`config.mk`:
```
export PLATFORM = sky130hd
export DESIGN_NAME = program_load_sequencer
export DESIGN_NICKNAME = d
export VERILOG_FILES = /design/src/rtl/program_load_sequencer.sv
export SDC_FILE = /design/constraint.sdc
export NUM_CORES = 1
export LEC_CHECK = 0
export CORE_MARGIN = 4
export CORE_UTILIZATION = 47
export CTS_BUF_LIST = sky130_fd_sc_hd__clkbuf_4
export DETAILED_ROUTE_END_ITERATION = 16
export PLACE_DENSITY_LB_ADDON = 0.05
export SLEW_MARGIN = 20
export SYNTH_ARGS = -nofsm -noshare
export SYNTH_HDL_FRONTEND = slang
export SYNTH_SLANG_ARGS = --single-unit
```
`constraint.sdc`:
```
create_clock -name clk -period 3 [get_ports clk]
set_input_delay 0.6 -clock clk [delete_from_list [all_inputs] [get_ports clk]]
set_output_delay 0.6 -clock clk [all_outputs]
set_load 0.005 [all_outputs]
```
`src/rtl/program_load_sequencer.sv`:
```
// program_load_sequencer: streams program beats into a core's instruction memory and register file,
// NOP-fills the pipeline, free-runs the core for a latched number of cycles, then reports done.
module program_load_sequencer #(
  parameter int RUN_W = 16
) (
  input  logic                    clk,
  input  logic                    reset_stage_1,
  input  logic                    start,
  input  logic                    halt,
  input  logic                    ld_valid,
  output logic                    ld_ready,
  input  logic [31:0]             ld_instr,
  input  logic signed [63:0]      ld_regdata,
  input  logic                    ld_last,
  input  logic [RUN_W-1:0]        run_cycles,
  output logic                    IMWrite,
  output logic [31:0]             instruction_in,
  output logic                    global_reg_write,
  output logic signed [63:0]      regfile_data_in,
  output logic                    core_reset,
  output logic                    busy,
  output logic                    done,
  output logic [7:0]              load_count
);
  typedef enum logic [2:0] {IDLE, LOAD, DRAIN, RUN, DONE} state_e;
  state_e state_q, state_d;
  logic [RUN_W-1:0] run_q, run_d, cnt_q, cnt_d;
  logic imw_q, imw_d, gw_q, gw_d, crst_q, crst_d, busy_q, busy_d, done_q, done_d;
  logic [31:0] instr_q, instr_d;
  logic signed [63:0] data_q, data_d;
  logic [7:0] lcnt_q, lcnt_d;
  logic accept, drain_w;
  assign ld_ready = (state_q == LOAD) & ~halt;
  assign accept = ld_ready & ld_valid;
  assign drain_w = (state_q == DRAIN) & ~halt;
  // cnt_q counts the four NOP-fill cycles in DRAIN, then is reused as the RUN cycle counter
  always_comb begin
    state_d = state_q;
    run_d = run_q;
    cnt_d = cnt_q;
    case (state_q)
      IDLE: begin
        state_d = start ? LOAD : IDLE;
        run_d = start ? run_cycles : run_q;
      end
      LOAD: begin
        state_d = halt ? DONE : (accept & ld_last) ? DRAIN : LOAD;
        cnt_d = '0;
      end
      DRAIN: begin
        cnt_d = (cnt_q == RUN_W'(3)) ? RUN_W'(1) : cnt_q + RUN_W'(1);
        state_d = halt ? DONE : (cnt_q != RUN_W'(3)) ? DRAIN : (run_q == '0) ? DONE : RUN;
      end
      RUN: begin
        cnt_d = cnt_q + RUN_W'(1);
        state_d = (halt | (cnt_q == run_q)) ? DONE : RUN;
      end
      default: state_d = IDLE;
    endcase
    imw_d = accept | drain_w;
    gw_d = accept;
    instr_d = accept ? ld_instr : drain_w ? 32'h0 : instr_q;
    data_d = accept ? ld_regdata : data_q;
    busy_d = state_d != IDLE;
    done_d = state_d == DONE;
    crst_d = (state_d == IDLE || state_d == DONE) ? 1'b1 : accept ? 1'b0 : crst_q;
    lcnt_d = (state_q == IDLE && start) ? 8'd0 : (accept && lcnt_q != 8'd255) ? lcnt_q + 8'd1 : lcnt_q;
  end
  always_ff @(posedge clk) begin
    if (reset_stage_1) begin
      state_q <= IDLE;
      run_q <= '0;
      cnt_q <= '0;
      imw_q <= 1'b0;
      gw_q <= 1'b0;
      crst_q <= 1'b1;
      busy_q <= 1'b0;
      done_q <= 1'b0;
      instr_q <= '0;
      data_q <= '0;
      lcnt_q <= '0;
    end else begin
      state_q <= state_d;
      run_q <= run_d;
      cnt_q <= cnt_d;
      imw_q <= imw_d;
      gw_q <= gw_d;
      crst_q <= crst_d;
      busy_q <= busy_d;
      done_q <= done_d;
      instr_q <= instr_d;
      data_q <= data_d;
      lcnt_q <= lcnt_d;
    end
  end
  assign IMWrite = imw_q;
  assign global_reg_write = gw_q;
  assign instruction_in = instr_q;
  assign regfile_data_in = data_q;
  assign core_reset = crst_q;
  assign busy = busy_q;
  assign done = done_q;
  assign load_count = lcnt_q;
endmodule

```
### Word level (Yosys, flattened, before mapping)

Cells that the tools add are included.

* flip-flop bits (word level): 144
* bits in latches: 0
* memory bits (writable): 0
* bits in read-only memories: 0
* input bits: 118
* output and inout bits: 110
* logic and storage cells: 52
* memories kept: 0

* $add $sub $neg: 2
* $mul: 0
* divide/modulo/power cells: 0
* magnitude comparators: 0
* eq/ne operators: 8
* shift operators: 0
* multiplexer cells: 12
* bitwise operators: 7
* reductions and logical operators: 12

Operators with widths (count)
* $mux W32: 2
* $pmux W16 S3: 1
* $add A16 B1 Y16 const B: 1
* $eq A16 B16 Y1: 1
* $eq A16 B2 Y1 const B: 1
* $logic_not A16 Y1: 1
* $mux W16: 1
* $ne A16 B2 Y1 const B: 1
* $mux W3: 5
* $pmux W3 S4: 1
* $add A8 B1 Y8 const B: 1
* $ne A8 B8 Y1 const B: 1
* $eq A3 B2 Y1 const B: 2
* $logic_not A3 Y1: 2
* $reduce_bool A3 Y1: 2
* $and A1 B1 Y1: 4
* $reduce_or A2 Y1: 2
* $eq A3 B1 Y1 const B: 1
* $eq A3 B3 Y1 const B: 1
* $logic_and A1 B1 Y1: 2
* $mux W2: 1
* $or A1 B1 Y1: 2
* $reduce_and A2 Y1: 1
* $reduce_bool A2 Y1: 1
* other kinds (3): 3

### Logic depth before layout (Yosys ltp)

Gate-level depths: netlist (run 1).

* depth in word-level cells: 10
* depth in mapped cells: 8
* depth with buffers taken out: 6

### Worst setup path before layout (run 1)

No wires, ideal clock.

* path type: input -> register
* start: input port halt
* end: register crst_q, in the netlist core_reset
* setup time: 0.122 ns
* data arrival time: 1.713 ns
* required time: 2.878 ns
* slack: 1.165 ns
* stages: 6
* buffers on the path: 1
* path through: nor4b_4 > and2_1 > buf_4 > nand2_1 > and3_1 > a221o_1

* cells in the longest elaborated chain, start to end: 10
* elaborated cells between the ends (all ways): 14
* classes of those cells: eq/ne: 1; mux: 5; bitwise: 5; reduce/logical: 3

Ends and longest elaborated chain
* from (decl): RTL line 9 `input logic halt,`
* $not A1 Y1: RTL line 33 `assign ld_ready = (state_q == LOAD) & ~halt;`
* $and A1 B1 Y1: RTL line 33
* $and A1 B1 Y1: RTL line 34 `assign accept = ld_ready & ld_valid;`
* $and A1 B1 Y1: RTL line 47 `state_d = halt ? DONE : (accept & ld_last) ? DRAIN : LOAD;`
* $mux W2: RTL line 47
* $mux W3: RTL line 47
* $pmux W3 S4: RTL line 41 `case (state_q)`
* $eq A3 B3 Y1 / $logic_not A3 Y1 (equally long branches): RTL line 66 `crst_d = (state_d == IDLE || state_d == DONE) ? 1'b1 : accept ? 1'b0 : crst_q;`
* $logic_or A1 B1 Y1: RTL line 66
* $reduce_or A2 Y1 (no source line)
* to (signal assigned): RTL line 88 `crst_q <= crst_d;`
* to (decl): RTL line 28 `logic imw_q, imw_d, gw_q, gw_d, crst_q, crst_d, busy_q, busy_d, done_q, done_d;`

Several ways; a longest one is shown, not always the timed one.
A chain may end at the register's enable or synchronous reset.

### Worst setup path in the final report (run 1)

* start: register state_q[0]
* end: output port ld_ready

* cells in the longest elaborated chain, start to end: 2

Ends and longest elaborated chain
* from (decl): RTL line 26 `state_e state_q, state_d;`
* from (signal assigned): RTL line 83 `state_q <= state_d;`
* $eq A3 B1 Y1: RTL line 33
* $and A1 B1 Y1: RTL line 33
* to (decl): RTL line 11 `output logic ld_ready,`

No other way between the ends.

==> results of run 1 <==
==> cells by family after synthesis <==
| logic type | after synthesis | share of synthesized area (%) |
|---|---|---|
| adders and majority gates | 2 | 0.460 |
| muxes | 1 | 0.184 |
| DFF | 144 | 53.1 |
| AOI/OAI and AO/OA | 141 | 16.1 |
| and+or+nand+nor | 260 | 21.0 |
| buffers and inverters | 46 | 4.03 |
| xor gates and xnor gates | 32 | 5.16 |
==> power by group through the flow <==
stage / combinational, uW / clock, uW / sequential [uW]
6_report: 414 / 960 / 2000
5_1_grt: 449 / 1090 / 2000
3_3_place_gp: 406 / 0 / 2040
2_1_floorplan: 160 / 0 / 2030
4_1_cts: 415 / 1000 / 2000
3_5_place_dp: 412 / 0 / 2040
==> state kept, by name, indices dropped and copies added (netlist names), 3 cells and up <==
name and cells:
load_count 8, run_q 16, state_q 3, cnt_q 16, regfile_data_in 64, instruction_in 32
==> cell usage after synthesis, types with 2 or more instances <==
cell	count
sky130_fd_sc_hd__nand4_1	8
sky130_fd_sc_hd__buf_2	12
sky130_fd_sc_hd__inv_1	4
sky130_fd_sc_hd__nor3_1	7
sky130_fd_sc_hd__buf_4	6
sky130_fd_sc_hd__a22o_1	32
sky130_fd_sc_hd__dfxtp_1	144
sky130_fd_sc_hd__nor2_1	31
sky130_fd_sc_hd__ha_1	2
sky130_fd_sc_hd__a21oi_1	87
sky130_fd_sc_hd__nand2_1	174
sky130_fd_sc_hd__and3_1	3
sky130_fd_sc_hd__a31oi_1	4
sky130_fd_sc_hd__and4_1	2
sky130_fd_sc_hd__xor2_1	4
sky130_fd_sc_hd__nor4_1	9
sky130_fd_sc_hd__nor2b_1	3
sky130_fd_sc_hd__xnor2_1	28
sky130_fd_sc_hd__o21ai_0	6
sky130_fd_sc_hd__or3_1	3
sky130_fd_sc_hd__clkbuf_1	21
sky130_fd_sc_hd__nand3_1	11
==> per-stage QoR <==
| stage | total power, uW | utilization, % | worst slack [ns] | hold slack, ns |
|---|---|---|---|---|
| after floorplan | 2190 | - | 1.17 | 0.453 |
| after global placement | 2440 | 68.0 | 0.264 | 0.441 |
| after detailed placement | 2450 | 68.0 | 0.187 | 0.446 |
| after CTS | 3410 | 69.8 | 0.226 | 0.463 |
| after global routing | 3540 | 69.9 | 0.147 | 0.482 |
| final | 3370 | 69.9 | 0.277 | 0.461 |
==> metal layers <==
layer	routed length [um]	share of wire (%)	vias to the layer above	track usage [%]
li1	-	-	2544	-
met1	6170	39	2411	26.6
met2	7650	49	175	37.7
met3	1580	10	18	11.5
met4	257	1.6	0	7.82
met5	0	0	-	0
==> critical path, delay by kind of cell, from the launching register on <==
kind / cells / cell delay, ns
buffers and inverters: 1 / 0.60
AND/OR/NAND/NOR: 1 / 0.42
flip-flops: 1 / 0.59
==> path summary, 6_finish.rpt <==
check	from	end	slack (ns)
setup / recovery	state_q[0]$_SDFF_PP0_	ld_ready	0.28
hold / removal	regfile_data_in[62]$_SDFFE_PP0N_	regfile_data_in[62]$_SDFFE_PP0N_	0.46
setup reg to reg	state_q[0]$_SDFF_PP0_	regfile_data_in[20]$_SDFFE_PP0N_	0.78
hold reg to reg	regfile_data_in[62]$_SDFFE_PP0N_	regfile_data_in[62]$_SDFFE_PP0N_	0.46
==> cell type report <==
class | count | area share (%)
Multi-Input combinational cell | 436 | 29.5
Inverter | 4 | 0.189
Clock buffer | 20 | 1.89
Tap cell | 143 | 2.25
Timing Repair Buffer | 234 | 29.3
Sequential cell | 144 | 36.3
Clock inverter | 11 | 0.630
==> impl_metrics.toml, run 1 <==
[global_route]
grt_overflow = 0
grt_max_degree = 66
first_global_vias = 4940
number_of_antenna_violations_at_the_first_check_in_global_routing = 0
grtUsageTotal_pct = 23.2
grt_pass1_wl_um = 24300

[sta]
drv_slew = 0
finClkSkew_ns = 0.0171
finalCritPeriodShare_pct = 90.8
finalSetupViolCount = 0
timing.slew.headroom_pct = 47.2
final.setup.tns_ns = 0
worst_slew_pin_slew_ns = 0.792
fmax_ghz = 0.367
rsz0062_at_grt = "false"
period_minus_slack_ns = 2.72
hold_viol = 0

[yosys]
synth_top_cell_by_area = "sky130_fd_sc_hd__dfxtp_1"
ys_seq_area_share_pct = 53.1
synth_edf_count = 0
ys_async_sr_fraction_pct = 0
synthCells = 626
largest_cells_by_area_after_synthesis = "sky130_fd_sc_hd__dfxtp_1 (53%), sky130_fd_sc_hd__nand2_1 (12%), sky130_fd_sc_hd__a21oi_1 (8.0%)"
synthesis.area_per_instance_um2 = 8.68
yosysWarningCount = 0
synth_flop_cell = "sky130_fd_sc_hd__dfxtp_1"
netlist-cell-type-count = 47
mappedNetlistNets = 746
synth.ff_latch_count = 144
mappedNetlistArea_um2 = 5430
netlist.area_leader.share_pct = 53.1

[die]
die_span_in_x_um = 116
fp.coreArea_um2 = 11400
start_util_pct = 47.8
rows = 39
floorplan.die.height_um = 116
floorplan.die_area_um2 = 13300
design.portCount = 228

[route]
antenna_left = 0
route.detailed.drc = 0
dr_total_vias = 5148
totalWireLength_um = 15700
wl_per_cell_um = 15.8
detail_route.first_pass.iterations = 4
post_drt_via_cell_ratio = 5.19
drc_violation_total_after_the_first_tritonroute_iteration = 347

[power]
pwr-share-clk_pct = 28.5
vdd_ir_drop_max_mv = 0.386
p_int_uw = 2540
p_leak_uw = 0.00272
power.share.switching_pct = 24.7
power_density_over_the_cells_nw_per_um2 = 424
power.combinational.fraction_pct = 12.3
power.share.sequential_pct = 59.2
switch_pwr_uw = 833

[setup_path]
critical_path_arrival_ns = 2.12
critical-path-max-stage-delay_ns = 0.60
timing.critical_path.required_ns = 2.40
path_max_fanout = 13
timing.reg2reg.worst_path_depth = 5
worstSetupStartpointType = "register"
crit_path_end_kind = "primary output"
crit_path_top_delay_cell = "sky130_fd_sc_hd__clkdlybuf4s50_1"
crit_path_cell_trace = "nor4b_4 > clkdlybuf4s50_1"
critPathKind = "reg -> out"

[layout]
final_common_cell = "sky130_fd_sc_hd__clkdlybuf4s50_1"
post_route_cells_drive_above_1_share_pct = 5.06
layout.filler_cells = 918
antenna_cells = 0
layout.cells.most_common_list = "sky130_fd_sc_hd__clkdlybuf4s50_1 (226), sky130_fd_sc_hd__nand2_1 (173), sky130_fd_sc_hd__dfxtp_1 (144)"
regArea_um2 = 2880
final_cells = 992
area_grow_syn2layout_pct = 46.3
post-route-cell-area_um2 = 7950
total_area_of_multi_input_combinational_cells_um2 = 2340
final_net_count = 957

[cts]
post-cts-setup-buffers = 0
worstSkewPairLatency_ns = 0.53
cts_sinks = 144
numCtsBuffers = 17
root_buffer = "sky130_fd_sc_hd__clkbuf_4"
cts.repair.resized = 0
clock_transition_time_at_the_flip_flop_clock_pins_of_the_worst_setup_and_hold_paths_ns = 0.11
cts-htree-levels = 4
cts_tree = "built"
cts_hold_buf = 0
clock_path_buffers = 2

[hold_path]
depth_of_the_worst_hold_timing_path = 2
worst_hold_path_type = "reg -> reg"

[outcome]
run_status = "finished, final reports clean"

[place]
dpl.cell_count = 960
place_area_um2 = 7730
buffer_ports.inserted = 227
place.gp.congestion = 0.853
dpl_wire_length_um = 11400

[job]
max-cap-violations = 0
(Power assumes the default switching activity.)
==> run 2: changes to the inputs <==
==> constraint.sdc (replaced) <==
create_clock -name clk -period 3.2 [get_ports clk]
set_input_delay 0.64 -clock clk [delete_from_list [all_inputs] [get_ports clk]]
set_output_delay 0.64 -clock clk [all_outputs]
set_load 0.005 [all_outputs]
==> impl_metrics.toml, run 2 (synthesis gave the netlist of run 1 again) <==
[layout]
final_cells = 993
antenna_cells = 0
largest_reg_flops = 64
layout.cells.most_common_list = "sky130_fd_sc_hd__clkdlybuf4s50_1 (226), sky130_fd_sc_hd__nand2_1 (173), sky130_fd_sc_hd__dfxtp_1 (144)"
area_grow_syn2layout_pct = 47.4
final_net_count = 957
post_route_cells_drive_above_1_share_pct = 5.53
final_common_cell = "sky130_fd_sc_hd__clkdlybuf4s50_1"

[cts]
cts_hold_buf = 0
cts_tree = "built"
numCtsBuffers = 17
worstSkewPairLatency_ns = 0.54
clock_transition_time_at_the_flip_flop_clock_pins_of_the_worst_setup_and_hold_paths_ns = 0.10
cts.repair.resized = 0
root_buffer = "sky130_fd_sc_hd__clkbuf_4"
post-cts-setup-buffers = 0
cts_sinks = 144
clock_path_buffers = 2
cts-htree-levels = 4

[sta]
finalSetupViolCount = 0
finalCritPeriodShare_pct = 88.7
period_minus_slack_ns = 2.84
rsz0062_at_grt = "false"
timing.slew.headroom_pct = 41.9
final.setup.tns_ns = 0
drv_slew = 0
worst_slew_pin_slew_ns = 0.871
hold_viol = 0
finClkSkew_ns = 0.0106
fmax_ghz = 0.352

[global_route]
grt_max_degree = 67
grt_overflow = 0
grt_pass1_wl_um = 24800
grtUsageTotal_pct = 23.7
first_global_vias = 5009
number_of_antenna_violations_at_the_first_check_in_global_routing = 0

[setup_path]
path_max_fanout = 13
critical-path-max-stage-delay_ns = 0.60
critPathKind = "reg -> out"
crit_buf_inv = 1
crit_path_end_kind = "primary output"
critical_path_arrival_ns = 2.20
crit_path_top_delay_cell = "sky130_fd_sc_hd__dfxtp_1"
timing.critical_path.required_ns = 2.56
worst-r2r-setup-slack_ns = 0.91
crit_path_cell_trace = "nor4b_4 > clkdlybuf4s50_1"
worst_path_dominant_cell_family = "flip-flops"
worstSetupStartpointType = "register"

[route]
met2RoutedLength_um = 7700
totalWireLength_um = 15900
wl_met3_um = 1630
detail_route.first_pass.iterations = 4
antenna_left = 0
met1Wirelength_um = 6220
route.detailed.drc = 0
maxUsedRoutingLayer = "met4"
wl_per_cell_um = 16.0
dr_total_vias = 5102
drc_violation_total_after_the_first_tritonroute_iteration = 362
post_drt_via_cell_ratio = 5.14

[place]
dpl.cell_count = 960
buffer_ports.inserted = 227
place.gp.congestion = 0.860
dpl_wire_length_um = 11700

[power]
totalPowerFinal_uw = 3350
vdd_ir_drop_max_mv = 0.366
power.share.switching_pct = 23.5
power_density_over_the_cells_nw_per_um2 = 418
p_int_uw = 2560
power.share.sequential_pct = 55.9
power.combinational.fraction_pct = 11.7
pwr-share-clk_pct = 32.5
p_leak_uw = 0.00276
switch_pwr_uw = 786

[die]
die_span_in_x_um = 116
floorplan.die_area_um2 = 13300
fp.coreArea_um2 = 11400
start_util_pct = 47.8
design.portCount = 228
rows = 39
floorplan.die.height_um = 116

[job]
max-cap-violations = 0

[hold_path]
worst_hold_path_type = "reg -> reg"

[outcome]
run_status = "finished, final reports clean"
## run 2: metrics by stage
step	utilization, %	instance area, um^2	hold slack [ns]	worst slack (ns)
after CTS	70.3	7990	0.460	0.332
after floorplan	-	5430	0.453	1.33
after global routing	70.4	8010	0.482	0.200
final	70.4	8010	0.459	0.362
after global placement	68.0	7730	0.441	0.427
after detailed placement	68.0	7730	0.445	0.364
## run 2: per-layer routing
layer | GRT usage, % | vias to the layer above
li1 | - | 2552
met4 | 9.08 | 0
met1 | 26.4 | 2356
met5 | 0 | -
met3 | 12.3 | 27
met2 | 38.7 | 167
## run 2: final timing paths
| kind | depth (start not counted) | start | to |
|---|---|---|---|
| worst max-delay path | 2 | state_q[0]$_SDFF_PP0_ | ld_ready |
| worst min-delay path | 2 | regfile_data_in[14]$_SDFFE_PP0N_ | regfile_data_in[14]$_SDFFE_PP0N_ |
| worst max register to register | 5 | state_q[0]$_SDFF_PP0_ | regfile_data_in[13]$_SDFFE_PP0N_ |
| worst min register to register | 2 | regfile_data_in[14]$_SDFFE_PP0N_ | regfile_data_in[14]$_SDFFE_PP0N_ |
## run 2: cell type report
type,count,area (um^2)
Clock buffer,22,165
Clock inverter,10,93.8
Fill cell,930,3360
Inverter,4,15.0
Multi-Input combinational cell,436,2340
Sequential cell,144,2880
Tap cell,143,179
Timing Repair Buffer,234,2330
## run 2: worst min-delay path, cell delays in order (launching register included)
cell	delay (ns)
sky130_fd_sc_hd__dfxtp_1	0.32
sky130_fd_sc_hd__nand2_1	0.05
sky130_fd_sc_hd__a21oi_1	0.05
## run 2: power groups by stage
stage               Clock [uW]  Combinational [uW]  Sequential, uW
floorplan                    0                 150            1910
global placement             0                 381            1910
detailed placement           0                 388            1910
CTS                       1120                 391            1870
global route              1210                 426            1880
finish                    1090                 390            1870
==> run 3: changes to the inputs <==
--- a/config.mk
+++ b/config.mk
@@ -6,7 +6,7 @@
 export NUM_CORES = 1
 export LEC_CHECK = 0
 export CORE_MARGIN = 4
-export CORE_UTILIZATION = 47
+export CORE_UTILIZATION = 44
 export CTS_BUF_LIST = sky130_fd_sc_hd__clkbuf_4
 export DETAILED_ROUTE_END_ITERATION = 16
 export PLACE_DENSITY_LB_ADDON = 0.05
==> constraint.sdc (replaced) <==
create_clock -name clk -period 2.9 [get_ports clk]
set_input_delay 0.58 -clock clk [delete_from_list [all_inputs] [get_ports clk]]
set_output_delay 0.58 -clock clk [all_outputs]
set_load 0.005 [all_outputs]
==> impl_metrics.toml, run 3 (synthesis gave the netlist of run 1 again) <==
[cts]
post-cts-setup-buffers = 0
cts-htree-levels = 4
numCtsBuffers = 17
cts_hold_buf = 0
root_buffer = "sky130_fd_sc_hd__clkbuf_4"
worstSkewPairLatency_ns = 0.54
cts_sinks = 144
cts.repair.resized = 0
clock_path_buffers = 2
clock_transition_time_at_the_flip_flop_clock_pins_of_the_worst_setup_and_hold_paths_ns = 0.11
cts_tree = "built"

[sta]
finalCritPeriodShare_pct = 93.8
finalHoldWorstSlack_ns = 0.457
drv_slew = 0
worst_slew_pin_slew_ns = 0.699
fmax_ghz = 0.367
period_minus_slack_ns = 2.72
timing.slew.headroom_pct = 53.2
finClkSkew_ns = 0.0170
rsz0062_at_grt = "false"
finalSetupViolCount = 0
final.setup.tns_ns = 0
hold_viol = 0

[global_route]
grt_max_degree = 66
number_of_antenna_violations_at_the_first_check_in_global_routing = 1
grt_pass1_wl_um = 25900
grtUsageTotal_pct = 22.8
first_global_vias = 5141
grt_overflow = 0

[die]
design.portCount = 228
rows = 40
floorplan.die.height_um = 119
floorplan.die_area_um2 = 14200
die_span_in_x_um = 119
fp.coreArea_um2 = 12100
start_util_pct = 45.1

[outcome]
run_status = "finished, final reports clean"

[hold_path]
worst_hold_path_type = "reg -> reg"

[place]
buffer_ports.inserted = 227
dpl_wire_length_um = 11700
place.gp.congestion = 0.847

[layout]
post_route_cells_drive_above_1_share_pct = 5.87
final_common_cell = "sky130_fd_sc_hd__clkdlybuf4s50_1"
total_area_of_multi_input_combinational_cells_um2 = 2340
layout.filler_cells = 1011
layout.cells.most_common_list = "sky130_fd_sc_hd__clkdlybuf4s50_1 (226), sky130_fd_sc_hd__nand2_1 (173), sky130_fd_sc_hd__dfxtp_1 (144)"
area_grow_syn2layout_pct = 48.1
largest_reg_flops = 64
final_net_count = 959
regArea_um2 = 2880

[setup_path]
crit_path_cell_trace = "nor4b_4 > clkdlybuf4s50_1"
crit_path_end_kind = "primary output"
critical_path_arrival_ns = 2.14
timing.critical_path.required_ns = 2.32
path_max_fanout = 13
crit_buf_inv = 1
crit_path_top_delay_cell = "sky130_fd_sc_hd__clkdlybuf4s50_1"
worstSetupStartpointType = "register"
critical-path-max-stage-delay_ns = 0.60
worst_path_dominant_cell_family = "buffers and inverters"
critPathKind = "reg -> out"

[route]
post_drt_via_cell_ratio = 5.02
antenna_left = 0
drc_violation_total_after_the_first_tritonroute_iteration = 302
detail_route.first_pass.iterations = 5
dr_total_vias = 5124
totalWireLength_um = 16000
wl_per_cell_um = 15.7
route.detailed.drc = 0

[power]
totalPowerFinal_uw = 3630
p_leak_uw = 0.00277
vdd_ir_drop_max_mv = 0.330
power_density_over_the_cells_nw_per_um2 = 451

[job]
max-cap-violations = 0
## run 3: changes by cell type in the layout (fill, tap and decap cells not counted)
cell / previous run / this run
sky130_fd_sc_hd__clkinv_2: 3 / 5
sky130_fd_sc_hd__clkinv_1: 5 / 4
sky130_fd_sc_hd__buf_12: 0 / 1
sky130_fd_sc_hd__buf_4: 6 / 7
sky130_fd_sc_hd__diode_2: 0 / 1
sky130_fd_sc_hd__bufinv_16: 2 / 1
## run 3: report_power, final
group,total [uW],internal [uW],switching (uW)
Combinational,433,263,170
Sequential,2070,2030,38.8
Clock,1130,454,672
## run 3: metal layers
metal | share of wire [%] | vias to the layer above | routed length (um) | track usage (%)
met4 | 2.2 | 0 | 346 | 8.04
met5 | 0 | - | 0 | 0
met1 | 39 | 2363 | 6320 | 26.0
met2 | 48 | 178 | 7740 | 37.0
li1 | - | 2561 | - | -
met3 | 10 | 22 | 1620 | 11.1
## run 3: final cells by class
| type | instances | share of cell area, % |
|---|---|---|
| multi-input cells | 436 | 29.1 |
| well taps | 168 | 2.61 |
| repair buffers | 236 | 29.3 |
| clock inverters | 10 | 0.871 |
| inverters | 4 | 0.187 |
| flip-flops and latches | 144 | 35.8 |
| clock buffers | 22 | 2.05 |
| diodes | 1 | 0.0311 |
## run 3: worst paths after layout
check / cells past startpoint / slack [ns] / startpoint / to
worst max register to register: 6 / 0.69 / cnt_q[0]$_SDFFE_PP0P_ / busy$_SDFF_PP0_
worst max-delay path: 2 / 0.18 / state_q[0]$_SDFF_PP0_ / ld_ready
worst min-delay path: 2 / 0.46 / regfile_data_in[1]$_SDFFE_PP0N_ / regfile_data_in[1]$_SDFFE_PP0N_
worst min register to register: 2 / 0.46 / regfile_data_in[1]$_SDFFE_PP0N_ / regfile_data_in[1]$_SDFFE_PP0N_
## run 3: stage by stage
step	cells	utilization [%]	area (um^2)	worst slack, ns
after detailed placement	987	64.6	7790	0.0944
after CTS	1019	66.6	8030	0.135
after global routing	1021	66.7	8050	0.0119
after floorplan	626	-	5430	1.09
final	1021	66.7	8050	0.179
after global placement	987	64.6	7790	0.215
## run 3: worst reg2reg max path: stages, from the launching register on
cell	delay, ns
sky130_fd_sc_hd__dfxtp_1	0.45
sky130_fd_sc_hd__ha_1	0.29
sky130_fd_sc_hd__nor4b_1	0.36
sky130_fd_sc_hd__nand4_1	0.29
sky130_fd_sc_hd__o41ai_1	0.41
sky130_fd_sc_hd__a31oi_1	0.12
sky130_fd_sc_hd__a31oi_1	0.24
